## config.mk

```make
export PLATFORM = sky130hd
export DESIGN_NAME = imageproc_cmd_master
export DESIGN_NICKNAME = d
export VERILOG_FILES = /design/src/rtl/imageproc_cmd_master.sv
export SDC_FILE = /design/constraint.sdc
export NUM_CORES = 1
export LEC_CHECK = 0
export ABC_AREA = 1
export BUFFER_PORTS_ARGS = -buffer_cell sky130_fd_sc_hd__buf_2
export CAP_MARGIN = 20
export CORE_ASPECT_RATIO = 0.5
export CORE_UTILIZATION = 35
export CTS_CLUSTER_DIAMETER = 200
export CTS_CLUSTER_SIZE = 28
export DETAILED_ROUTE_END_ITERATION = 10
export PLACE_DENSITY = 0.49
export REMOVE_ABC_BUFFERS = 1
export SYNTH_ARGS = -nofsm -noshare
export SYNTH_HDL_FRONTEND = slang
export SYNTH_SLANG_ARGS = --single-unit
```

## constraint.sdc

```tcl
create_clock -name clk -period 3.34 [get_ports clk]
set_input_delay 0.501 -clock clk [delete_from_list [all_inputs] [get_ports clk]]
set_output_delay 0.501 -clock clk [all_outputs]
set_load 0.1 [all_outputs]
```

## src/rtl/imageproc_cmd_master.sv

```systemverilog
// imageproc_cmd_master: host-side initiator for the imageproc command interface.
// Buffers host commands in a small FIFO and issues them one at a time to
// imageproc when it is not busy, with an ack timeout and sticky error flags
// that halt issuing until software clears them.
//
// Ports:
//   clk, rst_n                 clock, asynchronous active-low reset
//   host_cmd/host_data         command + data to enqueue on host_push
//   host_push                  enqueue strobe
//   clear_err                  leave HALT, clear sticky flags
//   host_full, fifo_level      FIFO status
//   cmd, cmd_data, cmd_valid   request to imageproc
//   cmd_ack, busy, refresh, error   imageproc status inputs
//   err_flag, timeout, overflow     sticky flags
//   halted                     FSM is in HALT
//   issued_cnt                 acked commands (wrapping)
//   refresh_cnt                refresh pulses (saturating)
module imageproc_cmd_master #(
  parameter int unsigned CMD_W      = 4,
  parameter int unsigned DATA_W     = 8,
  parameter int unsigned FIFO_DEPTH = 4,
  parameter int unsigned TIMEOUT    = 255
) (
  input  logic                            clk,
  input  logic                            rst_n,
  input  logic [CMD_W-1:0]                host_cmd,
  input  logic [DATA_W-1:0]               host_data,
  input  logic                            host_push,
  input  logic                            clear_err,
  output logic                            host_full,
  output logic [$clog2(FIFO_DEPTH):0]     fifo_level,
  output logic [CMD_W-1:0]                cmd,
  output logic [DATA_W-1:0]               cmd_data,
  output logic                            cmd_valid,
  input  logic                            cmd_ack,
  input  logic                            busy,
  input  logic                            refresh,
  input  logic                            error,
  output logic                            err_flag,
  output logic                            timeout,
  output logic                            overflow,
  output logic                            halted,
  output logic [15:0]                     issued_cnt,
  output logic [15:0]                     refresh_cnt
);

  localparam int unsigned AW    = (FIFO_DEPTH > 1) ? $clog2(FIFO_DEPTH) : 1;
  localparam int unsigned LVL_W = $clog2(FIFO_DEPTH) + 1;
  localparam int unsigned TO_W  = (TIMEOUT > 1) ? $clog2(TIMEOUT + 1) : 1;
  localparam int unsigned ENT_W = CMD_W + DATA_W;

  typedef enum logic [1:0] {
    IDLE  = 2'd0,
    ISSUE = 2'd1,
    HALT  = 2'd2
  } state_e;

  state_e              state_q, state_d;
  logic [ENT_W-1:0]    mem_q [FIFO_DEPTH];
  logic [AW-1:0]       wr_ptr_q, wr_ptr_d;
  logic [AW-1:0]       rd_ptr_q, rd_ptr_d;
  logic [LVL_W-1:0]    level_q, level_d;
  logic                full_q, full_d;
  logic [CMD_W-1:0]    cmd_q, cmd_d;
  logic [DATA_W-1:0]   data_q, data_d;
  logic                valid_q, valid_d;
  logic [TO_W-1:0]     to_cnt_q, to_cnt_d;
  logic                err_q, err_d;
  logic                tmo_q, tmo_d;
  logic                ovf_q, ovf_d;
  logic                halted_q, halted_d;
  logic [15:0]         issued_q, issued_d;
  logic [15:0]         refresh_q, refresh_d;
  logic                push_ok;
  logic                pop;
  logic [ENT_W-1:0]    head;

  // A full FIFO refuses the push even if the FSM pops the same edge.
  assign push_ok = host_push && !full_q;
  assign head    = mem_q[rd_ptr_q];

  // Next-state and output logic for the issue FSM and status registers.
  always_comb begin
    state_d   = state_q;
    valid_d   = valid_q;
    cmd_d     = cmd_q;
    data_d    = data_q;
    to_cnt_d  = to_cnt_q;
    err_d     = err_q;
    tmo_d     = tmo_q;
    ovf_d     = ovf_q;
    issued_d  = issued_q;
    refresh_d = refresh_q;
    pop       = 1'b0;

    unique case (state_q)
      IDLE: begin
        valid_d = 1'b0;
        if (error) begin
          err_d   = 1'b1;
          state_d = HALT;
        end else if ((level_q != '0) && !busy) begin
          pop      = 1'b1;
          cmd_d    = head[ENT_W-1:DATA_W];
          data_d   = head[DATA_W-1:0];
          valid_d  = 1'b1;
          to_cnt_d = '0;
          state_d  = ISSUE;
        end
      end
      ISSUE: begin
        if (error) begin
          valid_d = 1'b0;
          err_d   = 1'b1;
          if (cmd_ack) issued_d = issued_q + 16'd1;
          state_d = HALT;
        end else if (cmd_ack) begin
          valid_d  = 1'b0;
          issued_d = issued_q + 16'd1;
          state_d  = IDLE;
        end else if (to_cnt_q == TO_W'(TIMEOUT - 1)) begin
          // Unacked command is dropped; cmd_valid was high TIMEOUT cycles.
          valid_d = 1'b0;
          tmo_d   = 1'b1;
          state_d = HALT;
        end else begin
          to_cnt_d = to_cnt_q + TO_W'(1);
        end
      end
      HALT: begin
        valid_d = 1'b0;
        if (error) begin
          err_d = 1'b1;
        end else if (clear_err) begin
          err_d   = 1'b0;
          tmo_d   = 1'b0;
          state_d = IDLE;
        end
      end
      default: begin
        valid_d = 1'b0;
        state_d = IDLE;
      end
    endcase

    // A new overflow on the clearing edge still wins.
    if (host_push && full_q) begin
      ovf_d = 1'b1;
    end else if (clear_err) begin
      ovf_d = 1'b0;
    end

    if (refresh && (refresh_q != 16'hFFFF)) refresh_d = refresh_q + 16'd1;
  end

  // FIFO pointer and level bookkeeping.
  always_comb begin
    wr_ptr_d = wr_ptr_q;
    rd_ptr_d = rd_ptr_q;
    if (push_ok) wr_ptr_d = (wr_ptr_q == AW'(FIFO_DEPTH - 1)) ? '0 : wr_ptr_q + AW'(1);
    if (pop)     rd_ptr_d = (rd_ptr_q == AW'(FIFO_DEPTH - 1)) ? '0 : rd_ptr_q + AW'(1);
    level_d  = level_q + LVL_W'(push_ok) - LVL_W'(pop);
    full_d   = (level_d == LVL_W'(FIFO_DEPTH));
    halted_d = (state_d == HALT);
  end

  // FIFO storage; contents are don't-care until written.
  always_ff @(posedge clk) begin
    if (push_ok) mem_q[wr_ptr_q] <= {host_cmd, host_data};
  end

  // State and output registers.
  always_ff @(posedge clk or negedge rst_n) begin
    if (!rst_n) begin
      state_q   <= IDLE;
      wr_ptr_q  <= '0;
      rd_ptr_q  <= '0;
      level_q   <= '0;
      full_q    <= 1'b0;
      cmd_q     <= '0;
      data_q    <= '0;
      valid_q   <= 1'b0;
      to_cnt_q  <= '0;
      err_q     <= 1'b0;
      tmo_q     <= 1'b0;
      ovf_q     <= 1'b0;
      halted_q  <= 1'b0;
      issued_q  <= '0;
      refresh_q <= '0;
    end else begin
      state_q   <= state_d;
      wr_ptr_q  <= wr_ptr_d;
      rd_ptr_q  <= rd_ptr_d;
      level_q   <= level_d;
      full_q    <= full_d;
      cmd_q     <= cmd_d;
      data_q    <= data_d;
      valid_q   <= valid_d;
      to_cnt_q  <= to_cnt_d;
      err_q     <= err_d;
      tmo_q     <= tmo_d;
      ovf_q     <= ovf_d;
      halted_q  <= halted_d;
      issued_q  <= issued_d;
      refresh_q <= refresh_d;
    end
  end

  assign host_full   = full_q;
  assign fifo_level  = level_q;
  assign cmd         = cmd_q;
  assign cmd_data    = data_q;
  assign cmd_valid   = valid_q;
  assign err_flag    = err_q;
  assign timeout     = tmo_q;
  assign overflow    = ovf_q;
  assign halted      = halted_q;
  assign issued_cnt  = issued_q;
  assign refresh_cnt = refresh_q;

endmodule

```

==> impl_metrics.py <==
metrics = {
    "worst_setup_path": {
        "critPathLaunch": "state_q[0]$_DFF_PN0_",
        "r2r_end": "host_full$_DFF_PN0_",
        "rr_startpoint": "state_q[0]$_DFF_PN0_",
        "worstSetupStartpointType": "flop",
        "rrSetupSlack_ps": 900,
        "endpoint_kind": "flop",
        "arrival_ps": 2780,
        "worstPathRequired_ps": 3680,
        "ff2ff_path_depth": 13,
        "worstSetupPathType": "reg2reg",
        "crit_fanout": 17,
        "endpoint": "host_full$_DFF_PN0_",
    },
    "sta": {
        "slew_violations": 0,
        "period_minus_slack_ps": 2440,
        "setup_viol": 0,
        "rsz0062_at_grt": "false",
        "skew_ps": 9.10,
        "relSlewSlack_pct": 49.8,
        "tightest_slew_ps": 752,
        "hold_viol_final": 0,
        "tns_ps": 0,
        "fmax_mhz": 410,
        "fin_ws_ps": 900,
        "period_share_pct": 73.1,
    },
    "yosys": {
        "seq_area_frac_synth_pct": 57.0,
        "yosys.cell_types.count": 31,
        "synth_warnings": 0,
        "avgSynthCellArea_sq_um": 9.00,
        "syn_area_sq_um": 5470,
        "ys_seq_elements": 115,
        "synth_cells": 608,
    },
    "power": {
        "power.density_nw_per_um2": 917,
        "p_leak_uw": 0.00310,
        "total_power_uw": 6140,
        "ir_drop_uv": 433,
    },
    "place": {
        "io_buffers": 72,
        "dp_slack_ps": 722,
        "gp_congestion": 0.801,
        "dp_hpwl_mm": 8.08,
        "dp_cells": 873,
    },
    "clocking": {
        "cts.sinks": 115,
        "clockBufferDepth": 2,
        "cts.clk_slew.worst_paths_ps": 60,
        "tritoncts": "done",
        "cts_made_buffers": 17,
        "htreeDepth": 4,
        "cts-root-buf": "clkbuf_16",
        "cts_resized": 0,
        "post-cts-setup-buffers": 0,
        "insertion_delay_ps": 410,
        "hold_buffers": 1,
    },
    "floorplanning": {
        "fp.dieH_microns": 90.4,
        "fp.dieArea_sq_um": 16200,
        "io-pin-count": 73,
        "row_count": 31,
        "die_x_microns": 179,
        "floorplan.initialDensity_pct": 36.8,
        "core_area_sq_um": 14900,
    },
    "route": {
        "ant_nets": 0,
        "wl_mm": 12.1,
        "drt_iter0_drc": 298,
        "vias_per_cell": 4.57,
        "avgRoutedWirePerCell_microns": 13.3,
        "vias": 4137,
        "drcViolationCount": 0,
        "dr.pass1.iters": 4,
    },
    "grt": {
        "gr-total-overflow": 0,
        "grt_max_degree": 31,
        "grtUsageTotal_pct": 15.9,
        "grt_pass1_vias": 3911,
        "antenna_found_initial": 0,
        "grt_pass1_wl_mm": 19.9,
    },
    "cells_and_area": {
        "fin_util_pct": 45.1,
        "num_antenna_cells": 0,
        "fillers": 1481,
        "final_cell_count_no_fill": 906,
        "final_common_cell": "nand2_1",
        "final_cell_mix": "nand2_1, nor2_1, buf_2, dfrtp_1, inv_1",
        "syn2layout_area_growth_pct": 22.3,
        "nets": 727,
        "drive_gt1_share_pct": 20.6,
    },
    "flow_run": {
        "maxCapViolCount": 0,
    },
    "hold_path": {
        "hp-class": "in2reg",
    },
    "outcome": {
        "status": "finished, final reports clean",
    },
}
==> power by group <==
part           leakage (uW)  switching [uW]  total [uW]  internal (uW)
Combinational       0.00149            1840        2270            422
Sequential          0.00130             208        1990           1780
Clock              0.000306             691        1880           1190
Total               0.00310            2740        6140           3390
==> metrics by stage <==
stage / hold WS, ps / area [sq um]
CTS: 292 / 6690
finish: 311 / 6690
floorplan: 205 / 5390
detailed placement: 358 / 6060
global route: 295 / 6690
global placement: 358 / 6060
==> cell usage after synthesis, drive strengths merged <==
master / n / share of area, %
nand4: 11 / 1.3
nand2: 212 / 16
o21ai: 41 / 3.8
o21a: 1 / 0.14
nor3: 1 / 0.091
inv: 60 / 4.2
xnor2: 13 / 2.1
a21oi: 2 / 0.18
nor2: 81 / 6.2
fa: 1 / 0.37
edfxtp: 48 / 26
clkbuf: 6 / 0.41
o21bai: 1 / 0.14
xor2: 4 / 0.64
nand3: 27 / 2.7
o22ai: 13 / 1.5
buf: 7 / 1.0
ha: 11 / 2.5
dfrtp: 67 / 31
o31ai: 1 / 0.14
==> routing by layer <==
layer	GRT usage (%)	wire length, microns
met5	0	0
met4	4.66	70
met3	4.29	451
met2	23.1	5300
met1	22.8	6260
==> layout make-up <==
type	count	area (sq um)	share of cell area, %
timing repair buffer	81	430	6.43
clock inverter	11	109	1.63
inverter	60	228	3.40
multi-input combinational	420	2050	30.6
sequential	115	3120	46.6
tap	198	248	3.70
clock buffer	21	514	7.68
==> cells by family after synthesis <==
kind of cell,after synthesis,synth area share (%)
buffers and inverters,73,5.60
AND/OR/NAND/NOR,332,26.0
AO/OA/AOI/OAI,59,5.83
flip-flops,115,57.0
adder cells (fa/ha/maj),12,2.88
XOR/XNOR,17,2.72
==> worst min-delay path by stage <==
stage / start / end / slack (ps) / cells past startpoint
6_report: host_data[2] / mem_q[3][2]$_DFFE_PP_ / 310 / 1
5_1_grt: host_data[0] / mem_q[3][0]$_DFFE_PP_ / 300 / 1
4_1_cts: host_data[0] / mem_q[0][0]$_DFFE_PP_ / 290 / 1
3_5_place_dp: rst_n / cmd_data[2]$_DFFE_PN0P_ / 360 / 1
3_3_place_gp: rst_n / cmd_data[2]$_DFFE_PN0P_ / 360 / 1
2_1_floorplan: rst_n / cmd[0]$_DFFE_PN0P_ / 210 / 0
==> critical path: stages (launching register included) <==
cell	delay [ps]
dfrtp_1	430
inv_2	90
nand2_1	50
nor3_1	170
nand2_1	110
inv_2	240
ha_1	170
inv_1	40
ha_1	190
fa_1	380
xnor2_1	170
xor2_1	200
nand2_1	70
nor2_1	90
==> state kept, by name, summed over array words and instances, names as in the netlist <==
register	count
mem_q	48
issued_cnt	16
refresh_cnt	16
cmd_data	8
to_cnt_q	8
cmd	4
fifo_level	3
rd_ptr_q	2
state_q	2
wr_ptr_q	2
cmd_valid	1
err_flag	1
halted	1
host_full	1
overflow	1
timeout	1
Power figures use the tool's default switching activity.
